`src/rtl/sobel_stream_ctrl.sv`:
```
// sobel_stream_ctrl
// Sequences one Sobel frame: it loads pixels from a streaming sink, issues a
// 3x3 window every cycle over all interior positions, waits for the kernel
// pipeline to drain, then streams the gradients out to a streaming source.
//
// Ports
//   clk_i, rst_i            clock, asynchronous active-low reset
//   start_i                 rising edge in IDLE starts a frame
//   snk_valid_i/sop_i/eop_i pixel stream sideband; snk_ready_o high in LOAD
//   img_wr_o, img_addr_o    pixel memory write strobe and raster address
//   calc_o, win_row_o/col_o window issue strobe and top-left corner
//   g_wr_o, g_wr_addr_o     gradient write, calc_o delayed KERNEL_LAT cycles
//   src_valid_o/sop_o/eop_o output stream sideband, src_ready_i back-pressure
//   g_rd_addr_o             gradient read address (combinational memory)
//   idle_o, done_o, err_o   status: idle, end-of-frame pulse, sticky framing error
module sobel_stream_ctrl #(
    parameter int  IMG_W      = 8,
    parameter int  IMG_H      = 8,
    parameter int  KERNEL_LAT = 2,
    localparam int NPIX       = IMG_W * IMG_H,
    localparam int NOUT       = (IMG_W - 2) * (IMG_H - 2),
    localparam int AW         = $clog2(NPIX),
    localparam int GW         = (NOUT > 1) ? $clog2(NOUT) : 1,
    localparam int CW         = $clog2(IMG_W),
    localparam int RW         = $clog2(IMG_H)
) (
    input  logic          clk_i,
    input  logic          rst_i,
    input  logic          start_i,
    input  logic          snk_valid_i,
    input  logic          snk_sop_i,
    input  logic          snk_eop_i,
    output logic          snk_ready_o,
    output logic          img_wr_o,
    output logic [AW-1:0] img_addr_o,
    output logic          calc_o,
    output logic [RW-1:0] win_row_o,
    output logic [CW-1:0] win_col_o,
    output logic          g_wr_o,
    output logic [GW-1:0] g_wr_addr_o,
    output logic          src_valid_o,
    output logic          src_sop_o,
    output logic          src_eop_o,
    input  logic          src_ready_i,
    output logic [GW-1:0] g_rd_addr_o,
    output logic          idle_o,
    output logic          done_o,
    output logic          err_o
);

    localparam int            FW       = (KERNEL_LAT > 1) ? $clog2(KERNEL_LAT) : 1;
    localparam logic [AW-1:0] PC_LAST  = AW'(NPIX - 1);
    localparam logic [GW-1:0] K_LAST   = GW'(NOUT - 1);
    localparam logic [CW-1:0] COL_LAST = CW'(IMG_W - 3);
    localparam logic [FW-1:0] FC_LAST  = FW'(KERNEL_LAT - 1);

    typedef enum logic [2:0] {S_IDLE, S_LOAD, S_CALC, S_FLUSH, S_OUT} state_t;

    state_t        state_q, state_d;
    logic          start_q;
    logic          err_q;
    logic [AW-1:0] pc_q;
    logic [RW-1:0] row_q;
    logic [CW-1:0] col_q;
    logic [GW-1:0] k_q;
    logic [GW-1:0] oc_q;
    logic [FW-1:0] fc_q;

    logic          start_edge;
    logic          clr_cnt;
    logic          beat_restart;
    logic          beat_err;

    logic          vld_p   [KERNEL_LAT];
    logic [GW-1:0] gaddr_p [KERNEL_LAT];

    assign start_edge = start_i & ~start_q;

    always_ff @(posedge clk_i or negedge rst_i) begin
        if (!rst_i) begin
            state_q <= S_IDLE;
        end else begin
            state_q <= state_d;
        end
    end

    always_comb begin
        state_d      = state_q;
        idle_o       = 1'b0;
        snk_ready_o  = 1'b0;
        img_wr_o     = 1'b0;
        img_addr_o   = pc_q;
        calc_o       = 1'b0;
        src_valid_o  = 1'b0;
        src_sop_o    = 1'b0;
        src_eop_o    = 1'b0;
        done_o       = 1'b0;
        clr_cnt      = 1'b0;
        beat_restart = 1'b0;
        beat_err     = 1'b0;
        unique case (state_q)
            S_IDLE: begin
                idle_o = 1'b1;
                if (start_edge) begin
                    clr_cnt = 1'b1;
                    state_d = S_LOAD;
                end
            end
            S_LOAD: begin
                snk_ready_o = 1'b1;
                if (snk_valid_i) begin
                    if (pc_q == '0 && !snk_sop_i) begin
                        // Frame has not begun yet: drop the stray beat.
                        beat_err = 1'b1;
                    end else begin
                        img_wr_o = 1'b1;
                        if (snk_sop_i && pc_q != '0) begin
                            // Unexpected sop restarts the frame at pixel 0.
                            beat_restart = 1'b1;
                            beat_err     = 1'b1;
                            img_addr_o   = '0;
                            if (snk_eop_i) begin
                                state_d = S_IDLE;
                            end
                        end else if (pc_q == PC_LAST) begin
                            beat_err = ~snk_eop_i;
                            state_d  = S_CALC;
                        end else if (snk_eop_i) begin
                            beat_err = 1'b1;
                            state_d  = S_IDLE;
                        end
                    end
                end
            end
            S_CALC: begin
                calc_o = 1'b1;
                if (k_q == K_LAST) begin
                    state_d = S_FLUSH;
                end
            end
            S_FLUSH: begin
                if (fc_q == FC_LAST) begin
                    state_d = S_OUT;
                end
            end
            S_OUT: begin
                src_valid_o = 1'b1;
                src_sop_o   = (oc_q == '0);
                src_eop_o   = (oc_q == K_LAST);
                if (src_ready_i && oc_q == K_LAST) begin
                    done_o  = 1'b1;
                    state_d = S_IDLE;
                end
            end
            default: state_d = S_IDLE;
        endcase
    end

    // start_q resets high so a start_i already high at reset release is not an edge.
    always_ff @(posedge clk_i or negedge rst_i) begin
        if (!rst_i) begin
            start_q <= 1'b1;
            err_q   <= 1'b0;
            pc_q    <= '0;
            row_q   <= '0;
            col_q   <= '0;
            k_q     <= '0;
            oc_q    <= '0;
            fc_q    <= '0;
        end else begin
            start_q <= start_i;
            if (clr_cnt) begin
                err_q <= 1'b0;
                pc_q  <= '0;
                row_q <= '0;
                col_q <= '0;
                k_q   <= '0;
                oc_q  <= '0;
                fc_q  <= '0;
            end
            if (beat_err) begin
                err_q <= 1'b1;
            end
            if (beat_restart) begin
                pc_q <= AW'(1);
            end else if (img_wr_o && pc_q != PC_LAST) begin
                pc_q <= pc_q + 1'b1;
            end
            if (calc_o) begin
                k_q <= k_q + 1'b1;
                if (col_q == COL_LAST) begin
                    col_q <= '0;
                    row_q <= row_q + 1'b1;
                end else begin
                    col_q <= col_q + 1'b1;
                end
            end
            if (state_q == S_FLUSH) begin
                fc_q <= fc_q + 1'b1;
            end
            if (src_valid_o && src_ready_i && oc_q != K_LAST) begin
                oc_q <= oc_q + 1'b1;
            end
        end
    end

    // Kernel latency stages: valid is reset so a reset flushes pending writes.
    always_ff @(posedge clk_i or negedge rst_i) begin
        if (!rst_i) begin
            for (int i = 0; i < KERNEL_LAT; i++) begin
                vld_p[i] <= 1'b0;
            end
        end else begin
            vld_p[0] <= calc_o;
            for (int i = 1; i < KERNEL_LAT; i++) begin
                vld_p[i] <= vld_p[i-1];
            end
        end
    end

    always_ff @(posedge clk_i) begin
        gaddr_p[0] <= k_q;
        for (int i = 1; i < KERNEL_LAT; i++) begin
            gaddr_p[i] <= gaddr_p[i-1];
        end
    end

    assign g_wr_o      = vld_p[KERNEL_LAT-1];
    assign g_wr_addr_o = g_wr_o ? gaddr_p[KERNEL_LAT-1] : '0;
    assign g_rd_addr_o = oc_q;
    assign win_row_o   = row_q;
    assign win_col_o   = col_q;
    assign err_o       = err_q;

endmodule

```
`config.mk`:
```
export PLATFORM = sky130hd
export DESIGN_NAME = sobel_stream_ctrl
export DESIGN_NICKNAME = d
export VERILOG_FILES = /design/src/rtl/sobel_stream_ctrl.sv
export SDC_FILE = /design/constraint.sdc
export NUM_CORES = 1
export LEC_CHECK = 0
export CAP_MARGIN = 20
export CORE_MARGIN = 2
export CORE_UTILIZATION = 51
export CTS_CLUSTER_DIAMETER = 100
export DETAILED_ROUTE_END_ITERATION = 10
export PLACE_DENSITY = 0.76
export SYNTH_ARGS = -nofsm -noshare
export SYNTH_HDL_FRONTEND = slang
export SYNTH_SLANG_ARGS = --single-unit
```
`constraint.sdc`:
```
create_clock -name clk_i -period 2.56 [get_ports clk_i]
set_input_delay 0.64 -clock clk_i [delete_from_list [all_inputs] [get_ports clk_i]]
set_output_delay 0.64 -clock clk_i [all_outputs]
set_load 0.01 [all_outputs]
```
==> summary.md, run 1 <==
| Metric | Value |
|---|---|
| Post-synth EDFFs | `0` |
| Placement Cell Area | `2604 um^2` |
| Layout cells sized above 1 | `15.79%` |
| H-Tree Depth | `2` |
| Slew @ Worst Pin | `0.5299 ns` |
| Hold Fails Final Rpt | `0` |
| Placer Congestion | `0.9045` |
| CP Capture Type | `output port` |
| Main synth FF type | `dfrtp_1` |
| Routed vias | `1743` |
| Cts hold-fix bufs | `0` |
| Post-synthesis compound-gate area fraction | `15.27%` |
| Simple-gate area share of the yosys netlist | `21.98%` |
| FF+latch count, synth | `44` |
| Largest net degree at the start of global routing | `33` |
| Commonest non-fill, non-tap cells in the layout | `clkdlybuf4s50_1 (29), dfrtp_1 (28), nand2_1 (17)` |
| Asr flop ratio synth | `72.73%` |
| WP data required | `1.92 ns` |
| Ys Warns | `0` |
| Syn Std Cell Area | `2090 um^2` |
| DP Wirelength | `3070 um` |
| Syn nets | `222` |
| Peak Freq | `402.8 MHz` |
| Synth unique cells | `50` |
| Final net count | `278` |
| HP Start | `gaddr_p[0][5]` |
| Worst-path maximum fanout | `5` |
| P_leak | `1.289 nW` |
| Final Skew | `0.007576 ns` |
| # diodes | `0` |
| Clock Latency Late Sink | `0.30 ns` |
| Slew headroom | `64.68%` |
| Levels on crit path | `3` |
| Initial core utilization | `52.61%` |
| Post-Place Cells | `303` |
| Remaining Overflow, GRT | `0` |
| XOR/XNOR Fraction of Synth Area | `0.4192%` |
| Hold path depth | `0` |
| Max-cap viol count | `0` |
| Largest family of logic cells by synthesized area | `simple AND/OR/NAND/NOR gates` |
| Post-route insts no fill | `316` |
| Net Sw Frac | `30.98%` |
| CTS Buf Count | `5` |
| Core area | `3971 um^2` |
| Drt via density | `5.516` |
| Drt drc | `0` |
| WL/cell | `13.43 um` |
| Worst r2r dst | `pc_q[3]` |
| Mux contribution to synthesized area | `4.850%` |
| WP buf/inv | `2` |
| I/O pin total | `41` |
| Final setup violation count | `0` |
| Psw | `0.0006146 W` |
| CTS root buf | `clkbuf_8` |
| Reg2reg start | `state_q[1]` |
| Cell Int Power | `0.001369 W` |
| Slew Viols, Final | `0` |
| CP Class | `reg2out` |
| Outcome | `finished, final reports clean` |
| Clock power share | `26.3%` |
| CTS clock-pin slew for the worst setup and hold paths | `0.08 ns` |
| IO buf count | `40` |
| Tmin final | `2.483 ns` |
| VDD IR max | `0.4505 mV` |
| Tot GR Track Use | `21.37%` |
| Die area | `4625 um^2` |
| CP cell instances | `or3b_4, inv_1, clkdlybuf4s50_1` |
| Pwr/cell area | `722.4 nW/um^2` |
| Worst path top cell family by delay | `buffers and inverters` |
| R2R depth | `7` |
| Detail Route Antenna Nets | `0` |
| Critical Path AT | `1.84 ns` |
| Layout area overhead | `31.44%` |
| Cell area after layout | `2746 um^2` |
| Die X | `68.01 um` |
| Vias in the first global route | `1585` |
| Clk sinks | `44` |
| CTS tree | `done` |
| Initial DRT Pass Iterations | `4` |
| Initial antenna violation count | `0` |
| Detailed Route Iter0 Violations | `102` |
| Global-route wire length before repair | `7320 um` |
| Row cnt | `23` |
| Mapped Avg Cell Area | `9.998 um^2` |
| Post-Synthesis Cells | `209` |
| Setup slack, reg-to-reg | `0.62 ns` |
| Seq/Total Area, Yosys | `49.88%` |
| Comb pwr share | `29.4%` |
| CTS Buffer Depth | `2` |
| Crit path max-delay cell type | `clkdlybuf4s50_1` |
| Worst hold path class | `reg2reg` |
| Unrepaired setup endpoints after global routing | `no` |
| Setup_tns | `0 ns` |
| Adder-cell area share of the yosys netlist | `3.593%` |
| Critical Path Start Type | `register` |
| Final period utilization | `96.99%` |
| Sequential power share | `44.3%` |
| Die Ht | `68.01 um` |
| Hold Path Sink | `gaddr_p[0][11]` |
| Commonest non-fill, non-tap cell in the layout | `clkdlybuf4s50_1` |
| Crit-path max cell delay | `0.55 ns` |
| WL final | `4244 um` |
cell families after synthesis:
group,after synthesis
AOI/OAI and AO/OA,44
xor gates and xnor gates,1
adders and majority gates,6
buffers and inverters,21
DFF,44
muxes,10
and+or+nand+nor,83
stage by stage:
step	setup slack [ns]	utilization [%]	total power (W)	hold WS [ns]
2_1_floorplan	0.6109	-	0.001206	0.3096
3_3_place_gp	-0.2258	65.56	0.001465	0.3099
3_5_place_dp	-0.2167	65.56	0.001474	0.3138
4_1_cts	0.03920	69.28	0.002004	0.3324
5_1_grt	0.02620	69.16	0.002108	0.3311
6_report	0.07713	69.16	0.001984	0.3296
layer usage:
layer	track usage, %	vias up	routed length [um]
li1	-	856	-
met1	30.01	835	1984
met2	31.67	44	1970
met3	4.112	8	225
met4	10.25	0	63
met5	0	-	0
sequential cells by signal, indices dropped and copies added (netlist names):
signal	cells
gaddr_p	12
g_rd_addr_o	6
k_q	6
pc_q	6
state_q	3
win_col_o	3
win_row_o	3
err_o	1
fc_q	1
g_wr_o	1
start_q	1
vld_p	1
cell type report:
type                            count  area, um^2
Fill cell                         328        1225
Sequential cell                    44        1046
Clock inverter                      2       35.03
Inverter                           14       52.55
Timing Repair Buffer               56       499.2
Multi-Input combinational cell    144       978.4
Tap cell                           50       62.56
Clock buffer                        6       72.57
synthesized netlist by cell type, types with 2 or more instances:
master	n	area (um^2)
dfrtp_1	31	775.7
nand2_1	17	63.81
inv_1	13	48.80
nor2_1	13	48.80
dfxtp_1	12	240.2
a21oi_1	11	55.05
mux2i_1	9	90.09
o21ai_0	8	40.04
and2_1	7	43.79
nand3_1	7	35.03
nand4_1	7	43.79
nor3_1	7	35.03
ha_1	6	75.07
clkbuf_1	5	18.77
and3_1	4	25.02
a22o_1	3	26.28
nand2b_1	3	18.77
o221ai_1	3	26.28
o31ai_1	3	22.52
or3_1	3	18.77
a21o_1	2	15.01
a31oi_1	2	12.51
and2b_2	2	17.52
nand4b_1	2	17.52
nor2b_1	2	12.51
nor3b_1	2	15.01
o22ai_1	2	12.51
power groups by stage:
stage / Sequential (W) / Combinational (W) / Clock (W)
final: 0.000878 / 0.000584 / 0.000522
after global routing: 0.000897 / 0.000656 / 0.000555
after CTS: 0.000878 / 0.000592 / 0.000534
after detailed placement: 0.000900 / 0.000574 / 0
after global placement: 0.000896 / 0.000569 / 0
after floorplan: 0.000879 / 0.000327 / 0
worst max-delay path by stage:
stage                      startpoint             to  slack [ns]
after global routing       state_q[2]    src_valid_o        0.03
after CTS                 snk_valid_i  img_addr_o[1]        0.04
after detailed placement  snk_valid_i  img_addr_o[1]       -0.22
after floorplan           snk_valid_i  img_addr_o[0]        0.61
final                      state_q[1]    src_valid_o        0.08
after global placement    snk_valid_i  img_addr_o[1]       -0.23
what timing repair did:
action,4_1_cts,5_1_grt
gates cloned,0,0
endpoints found under the setup margin,12,3
endpoints found under the hold margin,0,0
buffers inserted,5,0
gates resized for setup,19,3
pin swaps,1,0
Power figures use the tool's default switching activity.
==> run 2: changes to the inputs <==
--- a/config.mk
+++ b/config.mk
@@ -5,7 +5,6 @@
 export SDC_FILE = /design/constraint.sdc
 export NUM_CORES = 1
 export LEC_CHECK = 0
-export CAP_MARGIN = 20
 export CORE_MARGIN = 2
 export CORE_UTILIZATION = 51
 export CTS_CLUSTER_DIAMETER = 100
==> results of run 2 <==
The final DEF is identical to that of run 1; final timing and power are the same.
==> run 3: changes to the inputs <==
--- a/config.mk
+++ b/config.mk
@@ -6,10 +6,10 @@
 export NUM_CORES = 1
 export LEC_CHECK = 0
 export CORE_MARGIN = 2
-export CORE_UTILIZATION = 51
+export CORE_UTILIZATION = 55
 export CTS_CLUSTER_DIAMETER = 100
 export DETAILED_ROUTE_END_ITERATION = 10
-export PLACE_DENSITY = 0.76
+export PLACE_DENSITY = 0.81
 export SYNTH_ARGS = -nofsm -noshare
 export SYNTH_HDL_FRONTEND = slang
 export SYNTH_SLANG_ARGS = --single-unit
==> constraint.sdc (replaced) <==
create_clock -name clk_i -period 2.9 [get_ports clk_i]
set_input_delay 0.725 -clock clk_i [delete_from_list [all_inputs] [get_ports clk_i]]
set_output_delay 0.725 -clock clk_i [all_outputs]
set_load 0.01 [all_outputs]
==> run 3 against run 2 <==
Largest power group unchanged. Highest routed layer unchanged. Register-to-register slack improved by 0.15 ns. Utilization increased by 5.4 points. Power decreased by 7.8%.
==> summary.md, run 3 (synthesized netlist as in run 1, its figures left out) <==
| Metric | Value |
|---|---|
| Final core utilization | `74.54%` |
| Clock Latency Late Sink | `0.30 ns` |
| Initial core utilization | `57.07%` |
| CTS clock-pin slew for the worst setup and hold paths | `0.08 ns` |
| Core area | `3661 um^2` |
| CP cell instances | `clkdlybuf4s50_1, nor3_2, nor2_1, clkdlybuf4s50_1` |
| Hold Fails Final Rpt | `0` |
| Outcome | `finished, final reports clean` |
| VDD IR max | `0.5477 mV` |
| Top reg by flops | `gaddr_p` |
| CP Capture Type | `output port` |
| Peak Freq | `353.2 MHz` |
| Max-cap viol count | `0` |
| Hold Path Sink | `gaddr_p[0][8]` |
| Critical Path AT | `2.11 ns` |
| Unrepaired setup endpoints after global routing | `no` |
| Crit path max-delay cell type | `clkdlybuf4s50_1` |
| Layout area overhead | `30.60%` |
| DP Wirelength | `3030 um` |
| CP Class | `in2out` |
| Pwr/cell area | `670.6 nW/um^2` |
| Initial antenna violation count | `0` |
| Reg2reg start | `pc_q[2]` |
| Worst hold path class | `reg2reg` |
| Commonest non-fill, non-tap cells in the layout | `clkdlybuf4s50_1 (34), dfrtp_1 (29), nand2_1 (17)` |
| Die X | `65.64 um` |
| Global-route wire length before repair | `7238 um` |
| Critical path's most frequent cell | `clkdlybuf4s50_1` |
| HP Start | `gaddr_p[0][2]` |
| Layout cells sized above 1 | `12.36%` |
| Slew @ Worst Pin | `0.6416 ns` |
| Final period utilization | `97.62%` |
| Final Skew | `0.004897 ns` |
| Overall power | `0.001830 W` |
| Critical Path Start Type | `input pin` |
| Clk sinks | `44` |
| Max reg flops | `12` |
| P_leak | `1.272 nW` |
| Detail Route Antenna Nets | `0` |
| I/O pin total | `41` |
| CTS Buffer Depth | `2` |
| IO buf count | `40` |
| Remaining Overflow, GRT | `0` |
| Vias in the first global route | `1593` |
| Drt via density | `5.453` |
| WL/cell | `13.87 um` |
| Row cnt | `22` |
| CTS Buf Count | `5` |
| Worst r2r dst | `pc_q[2]` |
| Worst-path maximum fanout | `7` |
| Slew headroom | `56.78%` |
| Placer Congestion | `0.8593` |
| Final net count | `271` |
| WL final | `4259 um` |
| Setup slack, reg-to-reg | `0.77 ns` |
| WP data required | `2.17 ns` |
| Routed vias | `1674` |
| Crit-path max cell delay | `0.65 ns` |
| Slew Viols, Final | `0` |
| Drt drc | `0` |
| Tmin final | `2.831 ns` |
| Die area | `4308 um^2` |
| R2R depth | `4` |
| Initial DRT Pass Iterations | `4` |
| Largest net degree at the start of global routing | `33` |
| Commonest non-fill, non-tap cell in the layout | `clkdlybuf4s50_1` |
| Cts hold-fix bufs | `0` |
| Final setup violation count | `0` |
| Detailed Route Iter0 Violations | `69` |
| Die Ht | `65.64 um` |
| Tot GR Track Use | `22.42%` |
| CTS root buf | `clkbuf_8` |
| H-Tree Depth | `2` |
| Hold path depth | `0` |
| CTS tree | `done` |
| # diodes | `0` |
-- run 3: critical path, delay by kind of cell --
kind                   cells  cell delay (ns)
and+or+nand+nor            2             0.19
buffers and inverters      2             1.18
-- run 3: repair_timing --
| item | 4_1_cts | 5_1_grt |
|---|---|---|
| setup buffers | 1 | 0 |
| setup endpoints to repair | 7 | 6 |
| endpoints found under the hold margin | 0 | 0 |
| pin swaps | 1 | 0 |
| gates resized for setup | 5 | 5 |
-- run 3: per-layer routing --
layer / part of all wire [%] / track usage, %
met4: 1.9 / 8.854
met2: 46 / 34.85
met3: 4.7 / 7.192
met5: 0 / 0
met1: 48 / 29.00
-- run 3: power breakdown --
part	switching, W	total [W]	internal (W)	leakage [nW]
clock	0.000200	0.000544	0.000344	0.0654
sequential	0.0000812	0.000785	0.000703	0.525
combinational	0.000259	0.000501	0.000242	0.682
-- run 3: worst max-delay path by stage --
| stage | from | endpoint | slack, ns | cells past startpoint |
|---|---|---|---|---|
| final | snk_sop_i | img_wr_o | 0.07 | 4 |
| after detailed placement | snk_valid_i | img_addr_o[0] | -0.10 | 5 |
| after global routing | g_rd_addr_o[1] | done_o | 0.007 | 5 |
| after global placement | snk_valid_i | img_addr_o[0] | -0.08 | 5 |
| after floorplan | snk_valid_i | img_addr_o[0] | 0.78 | 4 |
| after CTS | snk_valid_i | img_addr_o[4] | 0.009 | 4 |
-- run 3: final cells by class --
cell class,count,area (um^2)
Tap cell,48,60.06
Sequential cell,44,1045
Timing Repair Buffer,49,467.9
Clock inverter,2,60.06
Inverter,14,52.55
Multi-Input combinational cell,144,970.9
Clock buffer,6,72.57
Fill cell,260,932.1
-- run 3: stage by stage --
step           instances  TNS [ns]  hold WS [ns]  worst slack, ns  cell area [um^2]
2_1_floorplan        209         0        0.3096           0.7809              2090
3_3_place_gp         298   -0.1661        0.3108         -0.07915              2579
3_5_place_dp         298   -0.3340        0.3143          -0.1046              2579
4_1_cts              307         0        0.3329         0.008652              2716
5_1_grt              307         0        0.3355         0.006529              2729
6_report             307         0        0.3281          0.06908              2729
